$ cat config.mk
export PLATFORM = sky130hd
export DESIGN_NAME = tinyalu_master
export DESIGN_NICKNAME = d
export VERILOG_FILES = /design/src/rtl/tinyalu_master.sv
export SDC_FILE = /design/constraint.sdc
export NUM_CORES = 1
export LEC_CHECK = 0
export CAP_MARGIN = 25
export CORE_UTILIZATION = 60
export CTS_BUF_LIST = sky130_fd_sc_hd__clkbuf_8
export CTS_CLUSTER_SIZE = 12
export DETAILED_ROUTE_END_ITERATION = 12
export PLACE_DENSITY_LB_ADDON = 0.12
export SYNTH_ARGS = -nofsm -noshare
export SYNTH_HDL_FRONTEND = slang
export SYNTH_SLANG_ARGS = --single-unit
$ cat constraint.sdc
create_clock -name clk -period 5.52 [get_ports clk]
set_input_delay 0.552 -clock clk [delete_from_list [all_inputs] [get_ports clk]]
set_output_delay 0.552 -clock clk [all_outputs]
set_load 0.01 [all_outputs]
$ cat src/rtl/tinyalu_master.sv
// tinyalu_master: queues start/done ALU commands in a FIFO, issues them one
// at a time and returns tagged results in command order.
module tinyalu_master #(
  parameter int DEPTH   = 4,
  parameter int TIMEOUT = 15
) (
  input  logic        clk,
  input  logic        reset,
  input  logic        cmd_valid,
  output logic        cmd_ready,
  input  logic [2:0]  cmd_op,
  input  logic [7:0]  cmd_a,
  input  logic [7:0]  cmd_b,
  output logic        rsp_valid,
  input  logic        rsp_ready,
  output logic [2:0]  rsp_op,
  output logic [15:0] rsp_result,
  output logic        rsp_timeout,
  output logic        busy,
  output logic [7:0]  alu_A,
  output logic [7:0]  alu_B,
  output logic [2:0]  alu_op,
  output logic        alu_start,
  input  logic        alu_done,
  input  logic [15:0] alu_result
);

  localparam int AW = $clog2(DEPTH);
  localparam int CW = AW + 1;

  typedef enum logic [1:0] {IDLE, ISSUE, WAIT, RESP} state_e;

  typedef struct packed {
    logic [2:0] op;
    logic [7:0] a;
    logic [7:0] b;
  } cmd_t;

  state_e        state_q, state_d;
  cmd_t          mem_q [DEPTH];
  cmd_t          mem_d [DEPTH];
  logic [AW-1:0] wr_q, wr_d;
  logic [AW-1:0] rd_q, rd_d;
  logic [CW-1:0] cnt_q, cnt_d;
  cmd_t          cur_q, cur_d;
  logic [7:0]    wcnt_q, wcnt_d;
  logic          rsp_valid_q, rsp_valid_d;
  logic [2:0]    rsp_op_q, rsp_op_d;
  logic [15:0]   rsp_result_q, rsp_result_d;
  logic          rsp_timeout_q, rsp_timeout_d;

  logic push, pop, full, empty;

  assign full      = (cnt_q == CW'(DEPTH));
  assign empty     = (cnt_q == '0);
  assign cmd_ready = !reset && !full;
  assign push      = cmd_valid && cmd_ready;

  always_comb begin
    mem_d = mem_q;
    wr_d  = wr_q;
    rd_d  = rd_q;
    if (push) begin
      mem_d[wr_q] = '{op: cmd_op, a: cmd_a, b: cmd_b};
      wr_d        = wr_q + 1'b1;
    end
    if (pop) begin
      rd_d = rd_q + 1'b1;
    end
    cnt_d = cnt_q + CW'(push) - CW'(pop);
  end

  always_comb begin
    state_d       = state_q;
    cur_d         = cur_q;
    wcnt_d        = wcnt_q;
    rsp_valid_d   = rsp_valid_q;
    rsp_op_d      = rsp_op_q;
    rsp_result_d  = rsp_result_q;
    rsp_timeout_d = rsp_timeout_q;
    pop           = 1'b0;
    unique case (state_q)
      IDLE: begin
        if (!empty && alu_done) begin
          pop   = 1'b1;
          cur_d = mem_q[rd_q];
          if (cur_d.op == 3'd5 || cur_d.op == 3'd6) begin
            cur_d.b = {6'b0, mem_q[rd_q].b[1:0]};
          end
          state_d = ISSUE;
        end
      end
      ISSUE: begin
        wcnt_d  = '0;
        state_d = WAIT;
      end
      WAIT: begin
        if (alu_done) begin
          rsp_valid_d   = 1'b1;
          rsp_op_d      = cur_q.op;
          rsp_result_d  = alu_result;
          rsp_timeout_d = 1'b0;
          state_d       = RESP;
        end else begin
          wcnt_d = wcnt_q + 8'd1;
          if (wcnt_d == 8'(TIMEOUT)) begin
            rsp_valid_d   = 1'b1;
            rsp_op_d      = cur_q.op;
            rsp_result_d  = '0;
            rsp_timeout_d = 1'b1;
            state_d       = RESP;
          end
        end
      end
      RESP: begin
        if (rsp_ready) begin
          rsp_valid_d = 1'b0;
          state_d     = IDLE;
        end
      end
      default: state_d = IDLE;
    endcase
  end

  // Operands reach the ALU only while a command is in flight: op 5
  // writes the ALU register map on every cycle it is present.
  always_comb begin
    alu_op    = '0;
    alu_A     = '0;
    alu_B     = '0;
    alu_start = 1'b0;
    if (state_q == ISSUE || state_q == WAIT) begin
      alu_op = cur_q.op;
      alu_A  = cur_q.a;
      alu_B  = cur_q.b;
    end
    if (state_q == ISSUE) begin
      alu_start = 1'b1;
    end else if (state_q == WAIT) begin
      alu_start = !alu_done;
    end
  end

  assign rsp_valid   = rsp_valid_q;
  assign rsp_op      = rsp_op_q;
  assign rsp_result  = rsp_result_q;
  assign rsp_timeout = rsp_timeout_q;
  assign busy        = (state_q != IDLE) || !empty;

  always_ff @(posedge clk) begin
    mem_q <= mem_d;
    cur_q <= cur_d;
  end

  always_ff @(posedge clk) begin
    if (reset) begin
      state_q       <= IDLE;
      wr_q          <= '0;
      rd_q          <= '0;
      cnt_q         <= '0;
      wcnt_q        <= '0;
      rsp_valid_q   <= 1'b0;
      rsp_op_q      <= '0;
      rsp_result_q  <= '0;
      rsp_timeout_q <= 1'b0;
    end else begin
      state_q       <= state_d;
      wr_q          <= wr_d;
      rd_q          <= rd_d;
      cnt_q         <= cnt_d;
      wcnt_q        <= wcnt_d;
      rsp_valid_q   <= rsp_valid_d;
      rsp_op_q      <= rsp_op_d;
      rsp_result_q  <= rsp_result_d;
      rsp_timeout_q <= rsp_timeout_d;
    end
  end

endmodule

# Yosys cells after proc, flatten, opt, wreduce, memory -nomap -nowiden

Index checks and enable logic that the tools add are counted.
Widths: inputs -> output; s select.

Bits in registers: 133
Bits of input ports: 40
Output and inout port bits: 43
Logic and storage cells: 97

$add $sub $neg: 5
Order comparisons: 3
Equal/unequal tests: 11
Multiplexer cells: 29
Bitwise logic cells: 2
Reductions and logical operators: 22

Operator list:

| cell                | number |
|---|---|
| $bwmux 76           | 1 |
| $mux 19             | 3 |
| $bmux 19 s2         | 1 |
| $demux 19 s2        | 1 |
| $mux 16             | 2 |
| $mux 8              | 3 |
| $pmux 8 s2          | 1 |
| $eq 3x3->1 const B  | 3 |
| $mux 3              | 3 |
| $add 8x1->8 const B | 1 |
| $eq 8x4->1 const B  | 1 |
| $mux 1              | 8 |
| $mux 2              | 4 |
| $pmux 2 s4          | 1 |
| $reduce_bool 2->1   | 4 |
| $ge 3x3->1 const B  | 2 |
| $ne 2x2->1 const B  | 3 |
| $not 2->3           | 2 |
| $reduce_and 2->1    | 3 |
| $reduce_and 3->1    | 2 |
| $add 2x1->2 const B | 2 |
| $eq 2x2->1 const B  | 2 |
| $logic_and 1x1->1   | 4 |
| $logic_not 1->1     | 4 |
| 9 further kinds     | 11 |

# Depth between registers and ports, before layout

Depth in word-level cells: 6
Gate-level depth with buffers: 10
Mapped depth without buffers: 10

# Worst setup path before layout

OpenSTA, ideal clock, no wires.

Path type: register -> register
From: reg state_q[0]
To: reg cnt_q[1]
Arrival: 3,462 ps
Required time: 5,392 ps
Path slack: 1,930 ps
Stages on the path, launching flop included: 9
Clock period less this slack: 3,590 ps
Path through: dfxtp_1 inv_1 ha_1 nor3b_1 ha_1 inv_1 ha_1 fa_1 nor2b_1

Longest elaborated chain between the ends: 3

RTL lines:

| item                   | line | RTL |
|---|---|---|
| from (decl)            | 39   | `state_e state_q, state_d;` |
| from (signal assigned) | 167  | `state_q <= state_d;` |
| $logic_not 2->1        | 82   | `unique case (state_q)` |
| $mux 1                 | 82   |  |
| net pop                | 52   | `logic push, pop, full, empty;` |
| $sub 3x1->3            | 70   | `cnt_d = cnt_q + CW'(push) - CW'(pop);` |
| net cnt_d[1]           | 44   | `logic [CW-1:0] cnt_q, cnt_d;` |
| to (signal assigned)   | 170  | `cnt_q <= cnt_d;` |
| to (decl)              | 44   |  |

The timed path passes the listed nets, and every way through them passes these cells.
A chain may end at the register's enable or synchronous reset.

# Final worst setup path

From: reg state_q[0]
To: out alu_start

Longest elaborated chain between the ends: 3
Elaborated cells on any way between the ends: 4
Classes of those cells: 2 x eq/ne; 2 x mux

RTL lines:

| item       | line | RTL |
|---|---|---|
| $eq 2x2->1 | 139  | `end else if (state_q == WAIT) begin` |
| $mux 1     | 139  |  |
| $mux 1 (*) | 137  | `if (state_q == ISSUE) begin` |
| to (decl)  | 23   | `output logic alu_start,` |

Every way passes the cells marked *; elsewhere a longest branch is shown, timed or not.

==> flow_metrics.tcl <==
set metrics [dict create \
    vias 3266 \
    slew_headroom_pct 30.9 \
    die_y_um 96.7 \
    seq_area_sq_um 3610 \
    worstPathCellList "inv_1, ha_1, nor2b_1, or2_1, clkdlybuf4s50_1" \
    diodes 0 \
    rr_worst_depth 10 \
    rr_startpoint "state_q[1]" \
    final.period_utilization_pct 56.0 \
    crit_path_start "state_q[0]" \
    power_frac_clock_pct 28.1 \
    clk_pin_slew_ps 80 \
    antenna_found_initial 0 \
    fin_skew_ps 15.9 \
    dp_slack_ps 2510 \
    seqPwrFrac_pct 46.4 \
    wirelength_mm 10.3 \
    max_freq_mhz 324 \
    synth-edff-count 95 \
    min_path_type "reg -> reg" \
    io_pins 83 \
    gp_congestion 0.869 \
    seq_area_frac_synth_pct 67.1 \
    synth_nets 403 \
    cts_root_buf "clkbuf_8" \
    hpwlAfterDp_mm 6.51 \
    finalNetCount 494 \
    dieArea_sq_um 9350 \
    die-width_um 96.7 \
    yosysUniqueCellTypes 47 \
    syn_area_per_cell_sq_um 15.4 \
    netlist_instances 349 \
    cts_sinks 133 \
    routed_via_density 5.82 \
    synth_area_leaders "edfxtp_1 (53%), dfxtp_1 (14%), mux4_2 (7.9%), ha_1 (3.0%), a22o_1 (2.6%)" \
    port_buffers 82 \
    drtAntennaViolNets 0 \
    synth.top_cell.area_share_pct 53.0 \
    grt_pass1_wl_mm 16.5 \
    fillers 527 \
    syn-cell-area_sq_um 5380 \
    status "finished clean" \
    numCtsBuffers 17 \
    drt_iter0_markers 134 \
    wl_per_cell_um 18.3 \
    cts_resized 0 \
    grt_util_all_layers_pct 23.3 \
    syn2layout_area_growth_pct 24.4 \
    powerDensity_nw_per_um2 403 \
    initial_core_util_pct 61.7 \
    cts_setup_buffers 0 \
    worst_ep_arrival_time_ps 2540 \
    multiInputGateArea_sq_um 1640 \
    grt_overflow 0 \
    crit_type "reg -> out" \
    cpPeakStageDelay_ps 540 \
    synthArstFlopShare_pct 0 \
    crit_path_end_kind "output port" \
    slew_viol_final 0 \
    yosys_warnings 0 \
    crit_slowest_cell "clkdlybuf4s50_1" \
    setup_ws_ps 2430 \
    p_sw_share_pct 29.6 \
    row_count 34 \
    switchingPower_mw 0.798 \
    leakage_nw 2.29 \
    core_area_sq_um 8720 \
    cts_hold_buffers 0 \
    hold_viol 0 \
    required_ps 4970 \
    startpoint_type "flip-flop" \
    synthFlopType "edfxtp_1" \
    fin_crit_ps 3090 \
    clockBufferDepth 2 \
    reg2reg_to "cnt_q[2]" \
    timing_worst_slew_pin_value_ps 1040 \
    rsz0062_at_grt "no" \
    final.setup.tns_ps 0 \
    endpoint "alu_start" \
    drive_gt1_share_pct 14.8 \
    critPathMaxFanout 16 \
    yosysTopAreaCell "edfxtp_1" \
    firstDrtPassIters 4 \
    htreeDepth 4 \
    p_comb_share_pct 25.5 \
    r2r_setup_slack_ps 3140 \
    grt_pass1_vias 3305 \
    drc_errors 0 \
    setup_violations 0 \
    ir_drop_v 0.000310 \
    worstSkewPairLatency_ps 430 \
    synth-seq-cells 133 \
    maxCapViolCount 0 \
    intPower_mw 1.90 \
    grt_start_max_net_pins 23 \
    cts_tree "built" \
]
[power by group through the flow]
stage | combinational, mW | clock (mW) | sequential (mW)
floorplan | 0.403 | 0 | 1.27
global route | 0.745 | 0.816 | 1.26
detailed placement | 0.682 | 0 | 1.28
finish | 0.689 | 0.757 | 1.25
global placement | 0.662 | 0 | 1.27
CTS | 0.685 | 0.774 | 1.25
[sequential cells by signal, indices dropped and copies added (netlist names)]
| signal | flops |
|---|---|
| wr_q | 2 |
| rsp_timeout | 1 |
| rsp_op | 3 |
| rsp_result | 16 |
| wcnt_q | 8 |
| rsp_valid | 1 |
| state_q | 2 |
| rd_q | 2 |
| mem_q | 76 |
| cur_q | 19 |
| cnt_q | 3 |
[Yosys cell counts (2+ instances only)]
library cell,n
a21oi_1,10
nand2b_1,2
ha_1,13
a41oi_1,2
mux2i_1,4
a311oi_1,6
a22o_1,16
nand2_1,23
inv_2,2
dfxtp_1,38
inv_1,10
clkbuf_1,9
o31ai_1,3
nor2b_1,12
or2_1,2
nor3_1,5
xor2_1,2
nor2_1,9
buf_6,3
and2_1,22
mux4_2,19
edfxtp_1,95
o21ai_0,3
nand3_1,4
and3_1,5
xnor2_1,4
and4_1,2
o21ai_1,2
buf_2,4
[kinds of logic (layout without fill, tap and decap cells)]
family | Yosys count | after routing | share of synthesized area [%]
flip-flops | 133 | 133 | 67.1
multiplexers | 23 | 23 | 8.69
buffers and inverters | 28 | 132 | 2.46
XOR/XNOR | 6 | 6 | 0.976
AO/OA/AOI/OAI | 53 | 53 | 7.95
AND/OR/NAND/NOR | 92 | 92 | 9.39
adder cells (fa/ha/maj) | 14 | 14 | 3.39
[routing by layer]
layer	vias to the layer above	part of all wire, %	GRT usage [%]
li1	1516	-	-
met1	1622	43	29.1
met2	120	51	39.1
met3	8	5.1	7.51
met4	0	0.72	7.12
met5	-	0	0
[placed cells by master (no fill, tap or decap), types with 2 or more instances in the layout]
master,count
xnor2_1,4
or2_1,2
a311oi_1,6
nand3_1,4
inv_8,5
a21oi_1,10
a22o_1,16
o21ai_0,3
and4_1,2
and3_1,5
inv_2,2
ha_1,13
xor2_1,2
o21ai_1,2
nor2b_1,12
inv_1,10
mux2i_1,4
dfxtp_1,38
clkbuf_8,17
clkdlybuf4s50_1,82
nand2b_1,2
inv_6,5
clkinvlp_4,3
a41oi_1,2
nand2_1,23
buf_4,4
mux4_2,19
nor3_1,5
edfxtp_1,95
and2_1,22
o31ai_1,3
nor2_1,9
[worst min-delay path by stage]
| stage | to | depth (start not counted) | slack, ps | from |
|---|---|---|---|---|
| 3_3_place_gp | rsp_op[1] | 2 | 440 | rsp_op[1] |
| 4_1_cts | rsp_op[2] | 2 | 460 | rsp_op[2] |
| 2_1_floorplan | wcnt_q[7] | 1 | 460 | wcnt_q[7] |
| 6_report | rsp_op[2] | 2 | 460 | rsp_op[2] |
| 3_5_place_dp | rsp_op[2] | 2 | 450 | rsp_op[2] |
| 5_1_grt | rsp_op[2] | 2 | 480 | rsp_op[2] |
[metrics by stage]
| stage | instances | power (mW) | hold WS, ps | utilization, % | cell area (sq um) |
|---|---|---|---|---|---|
| floorplan | 349 | 1.67 | 462 | - | 5380 |
| global placement | 526 | 1.93 | 444 | 72.0 | 6280 |
| detailed placement | 526 | 1.96 | 453 | 72.0 | 6280 |
| CTS | 558 | 2.71 | 465 | 76.2 | 6650 |
| global route | 561 | 2.82 | 476 | 76.8 | 6700 |
| finish | 561 | 2.70 | 464 | 76.8 | 6700 |
[critical path: cells and delay by family, from the launching register on]
kind          cells  cell delay, ps
fa+ha+maj         1             520
buf+inv           2             670
flops             1             330
simple gates      2             600
[final cells by class]
| type | instances | area share (%) |
|---|---|---|
| repair buffers | 88 | 13.3 |
| clock buffers | 17 | 3.49 |
| well taps | 108 | 2.02 |
| multi-input cells | 188 | 24.5 |
| flip-flops and latches | 133 | 54.0 |
| clock inverters | 15 | 2.02 |
| inverters | 12 | 0.673 |
Power figures use the tool's default switching activity.
